File: src/rtl/alu_pkg.sv
// ============================================================================
// Module      : alu_pkg
// Description : Shared opcode constants, default width and divider FSM states.
// Revision    : 1.0 - initial release
// ============================================================================
`default_nettype none

package alu_pkg;

    localparam int XLEN_DEF = 32;

    localparam logic [4:0] OP_DIV  = 5'b01100;
    localparam logic [4:0] OP_DIVU = 5'b01101;
    localparam logic [4:0] OP_REM  = 5'b01110;
    localparam logic [4:0] OP_REMU = 5'b01111;

    // ctrl[4:2] shared by every divide-class opcode
    localparam logic [2:0] OP_DIV_CLASS = 3'b011;

    typedef enum logic [1:0] {
        IDLE = 2'd0,
        CALC = 2'd1,
        DONE = 2'd2
    } state_t;

endpackage

`default_nettype wire

File: src/rtl/div_step.sv
// ============================================================================
// Module      : div_step
// Description : One combinational radix-2 restoring division iteration.
// Revision    : 1.0 - initial release
// ============================================================================
`default_nettype none

module div_step #(
    parameter int XLEN = 32
) (
    input  logic [XLEN:0]   rem_in,
    input  logic [XLEN-1:0] quo_in,
    input  logic [XLEN-1:0] dvs_in,
    output logic [XLEN:0]   rem_out,
    output logic [XLEN-1:0] quo_out
);

    logic [XLEN+1:0] shifted;
    logic [XLEN+1:0] trial;

    // Shift the next dividend bit in from the top of the quotient register;
    // the low end of that register fills with quotient bits as it empties.
    always_comb begin
        shifted = {rem_in, quo_in[XLEN-1]};
        trial   = shifted - {2'b00, dvs_in};
        if (!trial[XLEN+1]) begin
            rem_out = trial[XLEN:0];
            quo_out = {quo_in[XLEN-2:0], 1'b1};
        end else begin
            rem_out = shifted[XLEN:0];
            quo_out = {quo_in[XLEN-2:0], 1'b0};
        end
    end

endmodule

`default_nettype wire

File: src/rtl/seq_divider.sv
// ============================================================================
// Module      : seq_divider
// Description : Handshaked multi-cycle div/divu/rem/remu unit (restoring).
// Revision    : 1.0 - initial release
// ============================================================================
`default_nettype none

module seq_divider
    import alu_pkg::*;
#(
    parameter int XLEN  = XLEN_DEF,
    parameter int CNT_W = 6
) (
    input  logic            clk,
    input  logic            rst_n,
    input  logic            in_valid,
    output logic            in_ready,
    input  logic [XLEN-1:0] a,
    input  logic [XLEN-1:0] b,
    input  logic [4:0]      ctrl,
    output logic            out_valid,
    input  logic            out_ready,
    output logic [XLEN-1:0] y
);

    localparam logic [CNT_W-1:0] LAST_ITER = CNT_W'(XLEN - 1);
    localparam logic [XLEN-1:0]  INT_MIN   = {1'b1, {(XLEN-1){1'b0}}};

    state_t            state_q, state_d;
    logic [CNT_W-1:0]  cnt_q, cnt_d;
    logic [XLEN:0]     rem_q, rem_d;
    logic [XLEN-1:0]   quo_q, quo_d;
    logic [XLEN-1:0]   dvs_q, dvs_d;
    logic [XLEN-1:0]   y_q, y_d;
    logic              rem_op_q, rem_op_d;
    logic              neg_quo_q, neg_quo_d;
    logic              neg_rem_q, neg_rem_d;

    logic              a_neg, b_neg;
    logic [XLEN-1:0]   a_mag, b_mag;
    logic [XLEN:0]     step_rem;
    logic [XLEN-1:0]   step_quo;
    logic [XLEN-1:0]   fin_quo, fin_rem;

    div_step #(
        .XLEN (XLEN)
    ) u_div_step (
        .rem_in  (rem_q),
        .quo_in  (quo_q),
        .dvs_in  (dvs_q),
        .rem_out (step_rem),
        .quo_out (step_quo)
    );

    assign in_ready  = (state_q == IDLE) && rst_n;
    assign out_valid = (state_q == DONE);
    assign y         = y_q;

    always_comb begin
        a_neg   = ~ctrl[0] & a[XLEN-1];
        b_neg   = ~ctrl[0] & b[XLEN-1];
        a_mag   = a_neg ? (~a + 1'b1) : a;
        b_mag   = b_neg ? (~b + 1'b1) : b;
        fin_quo = neg_quo_q ? (~step_quo + 1'b1) : step_quo;
        fin_rem = neg_rem_q ? (~step_rem[XLEN-1:0] + 1'b1) : step_rem[XLEN-1:0];
    end

    always_comb begin
        state_d   = state_q;
        cnt_d     = cnt_q;
        rem_d     = rem_q;
        quo_d     = quo_q;
        dvs_d     = dvs_q;
        y_d       = y_q;
        rem_op_d  = rem_op_q;
        neg_quo_d = neg_quo_q;
        neg_rem_d = neg_rem_q;

        case (state_q)
            IDLE: begin
                if (in_valid && in_ready) begin
                    rem_op_d  = ctrl[1];
                    neg_quo_d = a_neg ^ b_neg;
                    neg_rem_d = a_neg;
                    cnt_d     = '0;
                    if (ctrl[4:2] != OP_DIV_CLASS) begin
                        y_d     = '0;
                        state_d = DONE;
                    end else if (b == '0) begin
                        y_d     = ctrl[1] ? a : '1;
                        state_d = DONE;
                    end else if (!ctrl[0] && (a == INT_MIN) && (b == '1)) begin
                        y_d     = ctrl[1] ? '0 : INT_MIN;
                        state_d = DONE;
                    end else begin
                        rem_d   = '0;
                        quo_d   = a_mag;
                        dvs_d   = b_mag;
                        state_d = CALC;
                    end
                end
            end
            CALC: begin
                rem_d = step_rem;
                quo_d = step_quo;
                cnt_d = cnt_q + 1'b1;
                // Final iteration: sign-correct the step output directly so
                // the result is ready in the same edge that enters DONE.
                if (cnt_q == LAST_ITER) begin
                    cnt_d   = '0;
                    y_d     = rem_op_q ? fin_rem : fin_quo;
                    state_d = DONE;
                end
            end
            DONE: begin
                if (out_ready) begin
                    state_d = IDLE;
                end
            end
            default: begin
                state_d = IDLE;
            end
        endcase
    end

    always_ff @(posedge clk) begin
        if (!rst_n) begin
            state_q   <= IDLE;
            cnt_q     <= '0;
            rem_q     <= '0;
            quo_q     <= '0;
            dvs_q     <= '0;
            y_q       <= '0;
            rem_op_q  <= 1'b0;
            neg_quo_q <= 1'b0;
            neg_rem_q <= 1'b0;
        end else begin
            state_q   <= state_d;
            cnt_q     <= cnt_d;
            rem_q     <= rem_d;
            quo_q     <= quo_d;
            dvs_q     <= dvs_d;
            y_q       <= y_d;
            rem_op_q  <= rem_op_d;
            neg_quo_q <= neg_quo_d;
            neg_rem_q <= neg_rem_d;
        end
    end

endmodule

`default_nettype wire

File: config.mk
export PLATFORM = sky130hd
export DESIGN_NAME = seq_divider
export DESIGN_NICKNAME = d
export VERILOG_FILES = /design/src/rtl/alu_pkg.sv /design/src/rtl/div_step.sv /design/src/rtl/seq_divider.sv
export SDC_FILE = /design/constraint.sdc
export NUM_CORES = 1
export LEC_CHECK = 0
export BUFFER_PORTS_ARGS = -buffer_cell sky130_fd_sc_hd__clkbuf_2
export CAP_MARGIN = 20
export CORE_MARGIN = 4
export CORE_UTILIZATION = 60
export CTS_CLUSTER_SIZE = 10
export DETAILED_ROUTE_END_ITERATION = 12
export GPL_ROUTABILITY_DRIVEN = 0
export PLACE_DENSITY = 0.8
export SLEW_MARGIN = 15
export SYNTH_ARGS = -nofsm -noshare
export SYNTH_HDL_FRONTEND = slang
export SYNTH_SLANG_ARGS = --single-unit
File: constraint.sdc
create_clock -name clk -period 12.3 [get_ports clk]
set_input_delay 1.23 -clock clk [delete_from_list [all_inputs] [get_ports clk]]
set_output_delay 1.23 -clock clk [all_outputs]
set_load 0.05 [all_outputs]
Word level (Yosys, flattened, before mapping)
Index checks and enable logic that the tools add are counted.
- register bits: 140
- latch bits: 0
- memory bits (writable): 0
- ROM bits: 0
- input port bits: 73
- output and inout port bits: 34
- word-level logic and storage cells: 88
- memories kept: 0
- $add $sub $neg: 6
- $mul: 0
- div/mod/pow operators: 0
- magnitude comparators: 0
- eq/ne operators: 13
- shift-type cells: 0
- multiplexer cells: 35
- bitwise gates (word level): 11
- reductions and logical operators: 14
- operators with widths (operator ; count):
    32-bit two-way mux ; 16
    33-bit two-way mux ; 5
    32-bit by 1-bit adder with 32-bit output (second input constant) ; 4
    32-bit NOT ; 4
    32-bit one-hot mux with 2 select lines ; 2
    33-bit one-hot mux with 2 select lines ; 1
    32-bit equality test (second input constant) ; 2
    34-bit by 32-bit subtractor with 34-bit output ; 1
    32-bit logical NOT ; 1
    2-bit two-way mux ; 6
    6-bit two-way mux ; 2
    6-bit one-hot mux with 2 select lines ; 1
    5-bit AND reduction ; 2
    2-bit != test (second input constant) ; 4
    6-bit by 1-bit adder with 6-bit output (second input constant) ; 1
    6-bit by 5-bit equality test with 1-bit output (second input constant) ; 1
    2-bit one-hot mux with 3 select lines ; 1
    1-bit logical AND ; 4
    2-bit by 1-bit != test with 1-bit output (second input constant) ; 2
    4-bit by 1-bit != test with 1-bit output (second input constant) ; 1
    1-bit NOT ; 4
    2-bit AND reduction ; 2
    4-bit AND reduction ; 1
    3-bit by 2-bit != test with 1-bit output (second input constant) ; 1
    other kinds (9) ; 10

Longest topological paths before layout
Gate-level depths: netlist of run 1.
- word-level depth: 8
- mapped depth: 22
- mapped depth without buffers: 19

Cells and area by module
A second synthesis of run 1 with hierarchy kept.
- cells, all modules: 1394
- area total of the unflattened synthesis: 11049.3 µm²
- modules (own cells, without submodules) (module ; instances ; cells each ; area each (µm²) ; sequential area each (µm²)):
    seq_divider ; 1 ; 1035 ; 8645.8 ; 2802.7
    div_step ; 1 ; 359 ; 2403.6 ; 0.0

Worst setup path before layout of run 1
OpenSTA, ideal clock, no wires.
- kind: register to register
- start: reg rem_q[0]
- end: reg y_q[30], in the netlist y[30]
- library setup time: 0.123 ns
- data arrival time: 4.480 ns
- required time: 12.177 ns
- path slack: 7.698 ns
- stages on the path, launching flop included: 18
- buffers on the path: 2
- clock period less this slack: 4.602 ns
- path through: dfxtp_1 -> ha_1 -> nor2b_1 -> o2111ai_1 -> a211oi_2 -> or3_4 -> a31oi_4 -> xnor2_4 -> buf_2 -> buf_2 -> mux2i_1 -> ha_1 -> o211ai_1 -> mux2i_2 -> o2111ai_2 -> or4_1 -> nand4_1 -> o21ai_1
- longest elaborated chain between the ends: 8
- elaborated cells on any way between the ends: 12
- classes of those cells: add/sub (3); mux (7); bitwise (2)
- RTL lines (what ; line ; text):
    from (decl) ; seq_divider.sv:31 ; logic [XLEN:0] rem_q, rem_d;
    from (signal assigned) ; seq_divider.sv:140 ; rem_q <= rem_d;
    34-bit by 32-bit subtractor with 34-bit output ; div_step.sv:25 ; trial = shifted - {2'b00, dvs_in};
    1-bit two-way mux / 33-bit two-way mux (equally long branches) ; div_step.sv:26 ; if (!trial[XLEN+1]) begin
    32-bit NOT (on tied branches) ; seq_divider.sv:64, seq_divider.sv:65 ;
    32-bit by 1-bit adder with 32-bit output (on tied branches) ; seq_divider.sv:64, seq_divider.sv:65 ;
    32-bit two-way mux (on tied branches) ; seq_divider.sv:64, seq_divider.sv:65 ;
    32-bit two-way mux (*) ; seq_divider.sv:111 ; y_d = rem_op_q ? fin_rem : fin_quo;
    32-bit two-way mux (*) ; seq_divider.sv:109 ; if (cnt_q == LAST_ITER) begin
    32-bit one-hot mux with 2 select lines (*) ; seq_divider.sv:79 ; case (state_q)
    to (signal assigned) ; seq_divider.sv:143 ; y_q <= y_d;
    to (decl) ; seq_divider.sv:34 ; logic [XLEN-1:0] y_q, y_d;
Every way passes the cells marked *; elsewhere a longest branch is shown, timed or not. The select of a mux whose other input is x is not followed.
A chain may end at the register's enable or synchronous reset.

Final worst setup path of run 1
- start: reg dvs_q[3]
- end: reg y_q[30], in the netlist y[30]
- longest elaborated chain between the ends: 8
- elaborated cells on any way between the ends: 12
- classes of those cells: add/sub (3); mux (7); bitwise (2)
- RTL lines (what ; line ; text):
    from (decl) ; seq_divider.sv:33 ; logic [XLEN-1:0] dvs_q, dvs_d;
    from (signal assigned) ; seq_divider.sv:142 ; dvs_q <= dvs_d;
    34-bit by 32-bit subtractor with 34-bit output (*) ; div_step.sv:25 ;
    1-bit two-way mux / 33-bit two-way mux (equally long branches) ; div_step.sv:26 ;
    32-bit NOT (on tied branches) ; seq_divider.sv:64, seq_divider.sv:65 ;
    32-bit by 1-bit adder with 32-bit output (on tied branches) ; seq_divider.sv:64, seq_divider.sv:65 ;
    32-bit two-way mux (on tied branches) ; seq_divider.sv:64, seq_divider.sv:65 ;
    32-bit two-way mux (*) ; seq_divider.sv:111 ;
    32-bit two-way mux (*) ; seq_divider.sv:109 ;
    32-bit one-hot mux with 2 select lines (*) ; seq_divider.sv:79 ;
Marked as above.

==> results of run 1 <==
## cell type report
| type | instances | area [um^2] |
|---|---|---|
| Clock buffer | 18 | 429 |
| Clock inverter | 14 | 160 |
| Fill cell | 1715 | 6460 |
| Inverter | 61 | 229 |
| Multi-Input combinational cell | 1303 | 8600 |
| Sequential cell | 140 | 2800 |
| Tap cell | 265 | 332 |
| Timing Repair Buffer | 112 | 578 |
## worst paths after layout
kind,end,slack [ns],cells past startpoint
setup / recovery,y[30],6.76,17
hold / removal,dvs_q[0],0.49,2
setup reg to reg,y[30],6.76,17
hold reg to reg,dvs_q[0],0.49,2
## flip-flops by register name (all words and copies together), names as in the netlist
name	count
quo_q	32
dvs_q	32
neg_rem_q	1
rem_op_q	1
cnt_q	6
rem_q	33
state_q	2
neg_quo_q	1
y	32
## through the flow
step	util, %	instance area (um^2)	hold WS (ns)	total power, mW	worst slack, ns
after floorplan	-	12000	0.441	1.25	7.70
after global placement	64.0	12500	0.476	1.46	6.79
after detailed placement	64.0	12500	0.487	1.48	6.68
after CTS	67.0	13100	0.496	2.00	6.87
after global routing	67.0	13100	0.516	2.12	6.55
final	67.0	13100	0.494	2.03	6.76
## where the power goes
group / switching [mW] / internal (mW) / total, mW
registers: 0.0284 / 0.479 / 0.507
clock network: 0.225 / 0.303 / 0.528
logic: 0.628 / 0.362 / 0.990
total: 0.881 / 1.14 / 2.03
## metal layers
layer,GRT usage [%],vias to the layer above
met1,42.3,5966
met4,11.7,0
met2,54.0,632
li1,-,5939
met3,4.94,83
met5,0,-
## critical path: stages (launching register included)
cell and delay [ns]:
dfxtp_1 0.34, inv_1 0.05, ha_1 0.44, a21o_1 0.28, a21oi_4 0.20, a211oi_2 0.13
or3_4 0.43, a31oi_4 0.24, xnor2_4 0.15, buf_4 0.68, mux2i_1 0.38, ha_1 0.28
o211ai_1 0.15, mux2i_2 0.47, o2111ai_2 0.36, or4_1 0.59, nand4_1 0.12, o21ai_1 0.07
## logic make-up after synthesis
kind of cell,count (synthesis),share of synthesized area [%]
DFF,140,23.3
muxes,53,4.71
adders and majority gates,39,4.11
and+or+nand+nor,565,23.4
AOI/OAI and AO/OA,519,29.5
xor gates and xnor gates,127,9.39
buffers and inverters,167,5.56
## cell usage in the layout, fill, tap and decap left out, types with 8 or more instances in the layout
cell       instances
clkbuf_16         17
o31ai_1           24
ha_1              38
o41ai_1            9
a211oi_1           9
a21oi_1          104
o211ai_1          41
or3_1             17
nor2_1            98
a21o_1            12
nand4_1           22
o21ai_0          124
a31oi_1           25
inv_1             60
and2_1            44
and3_1            13
mux2_2            12
nand3_1           55
clkbuf_2         105
a21boi_0          35
a221oi_1          11
nand2_1          175
nor2b_1           16
o21a_1             9
or4_1             11
nor4_1            13
mux2i_1           37
xnor2_1           81
nand2b_1          17
xor2_1            45
o22ai_1            8
o211a_1           33
nor3_1            44
dfxtp_1          140
==> reports/results.env, run 1 <==
STATUS='complete, no violations'
FINAL_MAX_SLEW_VIOL_COUNT=0
FINALHOLDVIOLATIONS=0
CRIT_PATH_END_KIND='flop'
GRT_PASS1_WL_UM=58800
YS_TYPES=96
SYNTH.MOST_COMMON_CELL='nand2_1'
SETUP_TOTAL_NEGATIVE_SLACK_NS=0
CTSLONGESTPATHBUFFERS=2
ANT_NETS=0
YS_SEQ_AREA_SHARE_PCT=23.3
CLOCK-SINKS=140
DIE_Y_UM=150
INITIAL_UTILIZATION_PCT=61.5
CTS-HOLD-FIX-BUFFERS=0
GRT_USE_TOTAL_PCT=32.3
POST_DRT_VIA_CELL_RATIO=6.60
YS.FLOP_TYPE='dfxtp_1'
CTSHTREEMAXLEVEL=4
FINAL_CELL_COUNT_NO_FILL=1913
CLOCK_TREE.ROOT_CELL='clkbuf_16'
WORST_HOLD_PATH_TYPE='flop to flop'
SYNTH_SEQ_CELLS=140
CRIT_FANOUT=53
NNETSFINAL=1747
NUM_ANTENNA_CELLS=0
SYN-INSTANCE-COUNT=1610
GRT_SETUP_UNREPAIRED='false'
FLOORPLAN.ROWS=51
TOP_LEVEL_PORTS=107
NUMBER_OF_NETS_PRODUCED_BY_SYNTHESIS=1722
CTS_RESIZED=0
HIGHEST_LAYER='met4'
WL_MET2_UM=17500
PEAKVDDDROP_mV=0.105
MAXCLOCKFREQUENCY_MHz=181
PLACEDCELLCOUNT=1881
TIMING.CLOCK.SKEW_NS=0.0149
SYNTHTOPCELLSBYAREA='dfxtp_1 (23%), xnor2_1 (5.9%), nand2_1 (5.5%)'
CTS_TREE='built'
ROUTE.FINAL.WIRE_LENGTH_UM=37000
ROUTE.MET3.WL_UM=2980
INITIALDRTVIOLATIONCOUNT=1291
FLOORPLAN.CORE_AREA_UM2=19600
LAYOUT_OVERHEAD_ON_THE_SYNTHESIZED_AREA_PCT=8.98
POSTSYNTHAREAPERCELL_UM2=7.48
CRITPATHREQUIREDTIME_NS=12.61
DETAILROUTE.VIA_COUNT=12600
YS_TOP_CELLS_BY_COUNT='nand2_1 (175), dfxtp_1 (140), o21ai_0 (124), a21oi_1 (104), nor2_1 (99)'
REGTOREGSTARTPOINT='dvs_q[3]'
NETLIST_AREA_BEFORE_PLACEMENT_UM2=12000
DRT-MET1-WL_UM=15500
NETLIST.TOP_CELL.BY_AREA='dfxtp_1'
CHIPWIDTH_UM=150
DRT_DRC_VIOLATIONS_LEFT=0
FIN_CRIT_SH_PCT=45.0
YS_ASYNC_SR_FRACTION_PCT=0
TIMING_WORST_SETUP_PATH_TYPE='flop to flop'
NUMBER_OF_FLOPS_MAPPED_TO_ENABLE_CELLS_BY_YOSYS=0
FINALWORSTPATHREQUIREDPERIOD_NS=5.54
MAXIMUM_NUMBER_OF_PINS_ON_ONE_NET_BEFORE_GLOBAL_ROUTE_REPAIR=107
AREA_ENCLOSED_BY_THE_DIE_BOUNDARY_UM2=22400
WORSTPATHARRIVAL_NS=5.85
POSTCTSSETUPREPAIRBUFS=0
POWERDENSITY_nW_PER_UM2=154
GRT_PASS1_VIAS=11500
NETLIST.AREA_LEADER.SHARE_PCT=23.3
HOLD_PATH_STARTPOINT='dvs_q[0]'
POWER_LEAKAGE_nW=5.23
TIGHTEST_SLEW_MARGIN_RELATIVE_TO_THE_LIMIT_PCT=24.5
CTS_INSERTED_BUFFERS=17
PLACE.PORT_BUFFERS=106
HPWLAFTERDP_UM=26600
LAYOUT-DRIVE-GT1-SHARE_PCT=12.1
SETUP-VIOLATIONS-FINAL=0
CP-STARTPOINT='dvs_q[3]'
CLK_LAT_WORST_SKEW_NS=0.44
WORSTMARGINPINSLEW_NS=1.12
DRT_FIRST_PASS_ITERS=6
ROUTEDWLPERCELL_UM=19.3
SYNTH_WARNINGS=0
CLK_TRANSITION_REPORTED_PATHS_NS=0.07
GLOBAL_ROUTE_TOTAL_OVERFLOW=0
ANTENNA_FOUND_INITIAL=0
CAP_VIOLATIONS=0
WORST_SETUP_PATH_START_KIND='flop'
No activity file was read; power rests on OpenSTA's default activity.
==> run 2: changes to the inputs <==
==> constraint.sdc (replaced) <==
create_clock -name clk -period 5.7 [get_ports clk]
set_input_delay 0.57 -clock clk [delete_from_list [all_inputs] [get_ports clk]]
set_output_delay 0.57 -clock clk [all_outputs]
set_load 0.05 [all_outputs]
==> run 2 against run 1 <==
Global-route usage hardly changed; first-iteration DRC count is 3.9% lower; worst setup slack worse by 5.9 ns; cell area hardly changed; fmax is 16% higher; largest cell class unchanged; count of clock-buffer cells in the layout is 1 higher; non-clock buffer count is 4 higher; register-to-register slack worse by 5.9 ns; clock skew is 0.0059 ns lower; sequential share of layout area hardly changed; sequential cell count stayed put.
==> reports/results.env, run 2 (synthesis gave the netlist of run 1 again) <==
TOP_LEVEL_PORTS=107  # unchanged
HPWLAFTERDP_UM=27200  # was 26600 um
AREA_ENCLOSED_BY_THE_DIE_BOUNDARY_UM2=22400  # unchanged
POWERDENSITY_nW_PER_UM2=329  # was 154 nW/um^2
MULTI_INPUT_GATE_AREA_IN_THE_FINAL_LAYOUT_UM2=8600  # unchanged
FLOORPLAN.CORE_AREA_UM2=19600  # unchanged
R2R_SLACK_NS=0.91  # was 6.76 ns
DIE_Y_UM=150  # unchanged
WORSTPATHARRIVAL_NS=5.11  # was 5.85 ns
POSTCTSSETUPREPAIRBUFS=0  # unchanged
CRITPATHREQUIREDTIME_NS=6.02  # was 12.61 ns
WORST_HOLD_PATH_TYPE='input port to flop'  # was flop to flop
FINALCOREUTILIZATION_PCT=67.0  # about the same
GRT_PASS1_WL_UM=58900  # was 58800 um
HOLD_SLACK_NS=0.418  # was 0.494 ns
FIN_CRIT_SH_PCT=84.1  # was 45.0%
NNETSFINAL=1751  # was 1747
GRT_SETUP_UNREPAIRED='false'  # unchanged
STATUS='complete, no violations'  # unchanged
PLACE.PORT_BUFFERS=106  # unchanged
CTSHTREEMAXLEVEL=4  # unchanged
INITIAL_UTILIZATION_PCT=61.5  # unchanged
NUM_ANTENNA_CELLS=0  # unchanged
CTS_INSERTED_BUFFERS=17  # unchanged
NUMBER_OF_FLIP_FLOPS_UNDER_THE_LARGEST_REGISTER_NAME=33  # unchanged
TIMING.CLOCK.SKEW_NS=0.00901  # was 0.0149 ns
SEQCELLAREA_UM2=2800  # unchanged
LAYOUT_OVERHEAD_ON_THE_SYNTHESIZED_AREA_PCT=8.89  # was 8.98%
CLK_TRANSITION_REPORTED_PATHS_NS=0.06  # was 0.07 ns
CRIT_FANOUT=13  # was 53
DETAILROUTE.VIA_COUNT=12700  # was 12600
PEAKVDDDROP_mV=0.259  # was 0.105 mV
ROUTEDWLPERCELL_UM=19.4  # was 19.3 um
ROUTE.FINAL.WIRE_LENGTH_UM=37200  # was 37000 um
CLOCK-SINKS=140  # unchanged
FINAL_COMMON_CELL='nand2_1'  # unchanged
LAYOUT-DRIVE-GT1-SHARE_PCT=12.3  # was 12.1%
CLOCK_TREE.ROOT_CELL='clkbuf_16'  # unchanged
CTS_RESIZED=0  # unchanged
FINAL_MAX_SLEW_VIOL_COUNT=0  # unchanged
POST_DRT_VIA_CELL_RATIO=6.64  # was 6.60
FLOORPLAN.ROWS=51  # unchanged
INITIALDRTVIOLATIONCOUNT=1241  # was 1291
FINALHOLDVIOLATIONS=0  # unchanged
MOST_USED_CELLS_IN_THE_LAYOUT_EXCLUDING_FILL_AND_TAP_CELLS='nand2_1 (175), dfxtp_1 (140), o21ai_0 (124)'  # unchanged
CRIT_PATH_END_KIND='flop'  # unchanged
TIMING_WORST_SETUP_PATH_TYPE='flop to flop'  # unchanged
MAXCLOCKFREQUENCY_MHz=209  # was 181 MHz
POWER_LEAKAGE_nW=5.23  # about the same
CTSLONGESTPATHBUFFERS=2  # unchanged
WORST_SETUP_PATH_START_KIND='flop'  # unchanged
FINALWORSTPATHREQUIREDPERIOD_NS=4.79  # was 5.54 ns
GRT_USE_TOTAL_PCT=32.3  # about the same
CHIPWIDTH_UM=150  # unchanged
ANT_NETS=0  # unchanged
REGISTERS.TOP_BY_FF_COUNT='rem_q'  # unchanged
SETUP-VIOLATIONS-FINAL=0  # unchanged
PLACED_AREA_UM2=12600  # was 12500 um^2
TIGHTEST_SLEW_MARGIN_RELATIVE_TO_THE_LIMIT_PCT=26.8  # was 24.5%
FINAL.FILL_COUNT=1726  # was 1715
CTS_TREE='built'  # unchanged
GRT_PASS1_VIAS=11700  # was 11500
FINAL_DESIGN_AREA_NO_FILL_UM2=13100  # about the same
CAP_VIOLATIONS=0  # unchanged
SETUP_TOTAL_NEGATIVE_SLACK_NS=0  # unchanged
GLOBAL_ROUTE_TOTAL_OVERFLOW=0  # unchanged
MAXIMUM_NUMBER_OF_PINS_ON_ONE_NET_BEFORE_GLOBAL_ROUTE_REPAIR=73  # was 107
CLK_LAT_WORST_SKEW_NS=0.43  # was 0.44 ns
WORSTMARGINPINSLEW_NS=1.10  # was 1.12 ns
DRT_FIRST_PASS_ITERS=7  # was 6
DRT_DRC_VIOLATIONS_LEFT=0  # unchanged
ANTENNA_FOUND_INITIAL=3  # was 0
CTS-HOLD-FIX-BUFFERS=0  # unchanged
==> run 2: cell types whose count changed in the layout (fill, tap and decap cells not counted) <==
| cell | delta |
|---|---|
| inv_6 | -5 |
| buf_4 | +3 |
| clkinv_2 | +3 |
| clkbuf_8 | +2 |
| buf_2 | +1 |
| bufinv_16 | -1 |
| clkbuf_1 | -1 |
| clkinvlp_4 | +1 |
| inv_8 | -1 |
==> run 2: through the flow <==
step / cells / setup slack (ns) / total power [mW]
3_5_place_dp: 1884 / 1.04 / 3.20
3_3_place_gp: 1884 / 1.18 / 3.16
5_1_grt: 1915 / 0.628 / 4.52
6_report: 1915 / 0.906 / 4.32
4_1_cts: 1914 / 0.983 / 4.27
2_1_floorplan: 1610 / 1.10 / 2.71
==> run 2: worst paths after layout <==
path | startpoint | to | cells after the start
worst min register to register | dvs_q[31] | dvs_q[31] | 2
worst max register to register | rem_q[2] | y[30] | 15
worst min-delay path | out_ready | state_q[1] | 3
worst max-delay path | rem_q[2] | y[30] | 15
==> run 2: final cells by class <==
| class | instances | share of cell area (%) |
|---|---|---|
| sequential | 140 | 21.4 |
| tap | 265 | 2.53 |
| multi-input combinational | 1303 | 65.6 |
| timing repair buffer | 116 | 4.62 |
| clock inverter | 11 | 0.744 |
| clock buffer | 19 | 3.45 |
| inverter | 61 | 1.75 |
==> run 2: per-layer routing <==
metal,track usage (%),vias up,routed length (um)
met5,0,-,30
met4,12.9,6,1390
met3,7.00,131,3570
met2,51.9,653,16800
met1,42.4,5978,15400
li1,-,5950,-
==> run 2: report_power, final <==
part           total, mW  internal (mW)  leakage (nW)  switching (mW)
Combinational       2.16          0.787          3.83            1.37
Clock               1.07          0.615         0.262           0.454
Sequential          1.09           1.03          1.14          0.0577
==> run 2: critical path: stages (launching register included) <==
cell and delay (ns):
dfxtp_1 0.35, ha_1 0.48, a21o_1 0.29, a21oi_4 0.20
a211oi_2 0.14, or3_4 0.44, a31oi_4 0.28, xnor2_4 0.17
mux2i_1 0.38, ha_1 0.29, o211ai_1 0.15, mux2i_2 0.40
o2111ai_2 0.35, or4_1 0.59, nand4_1 0.10, o21ai_1 0.07
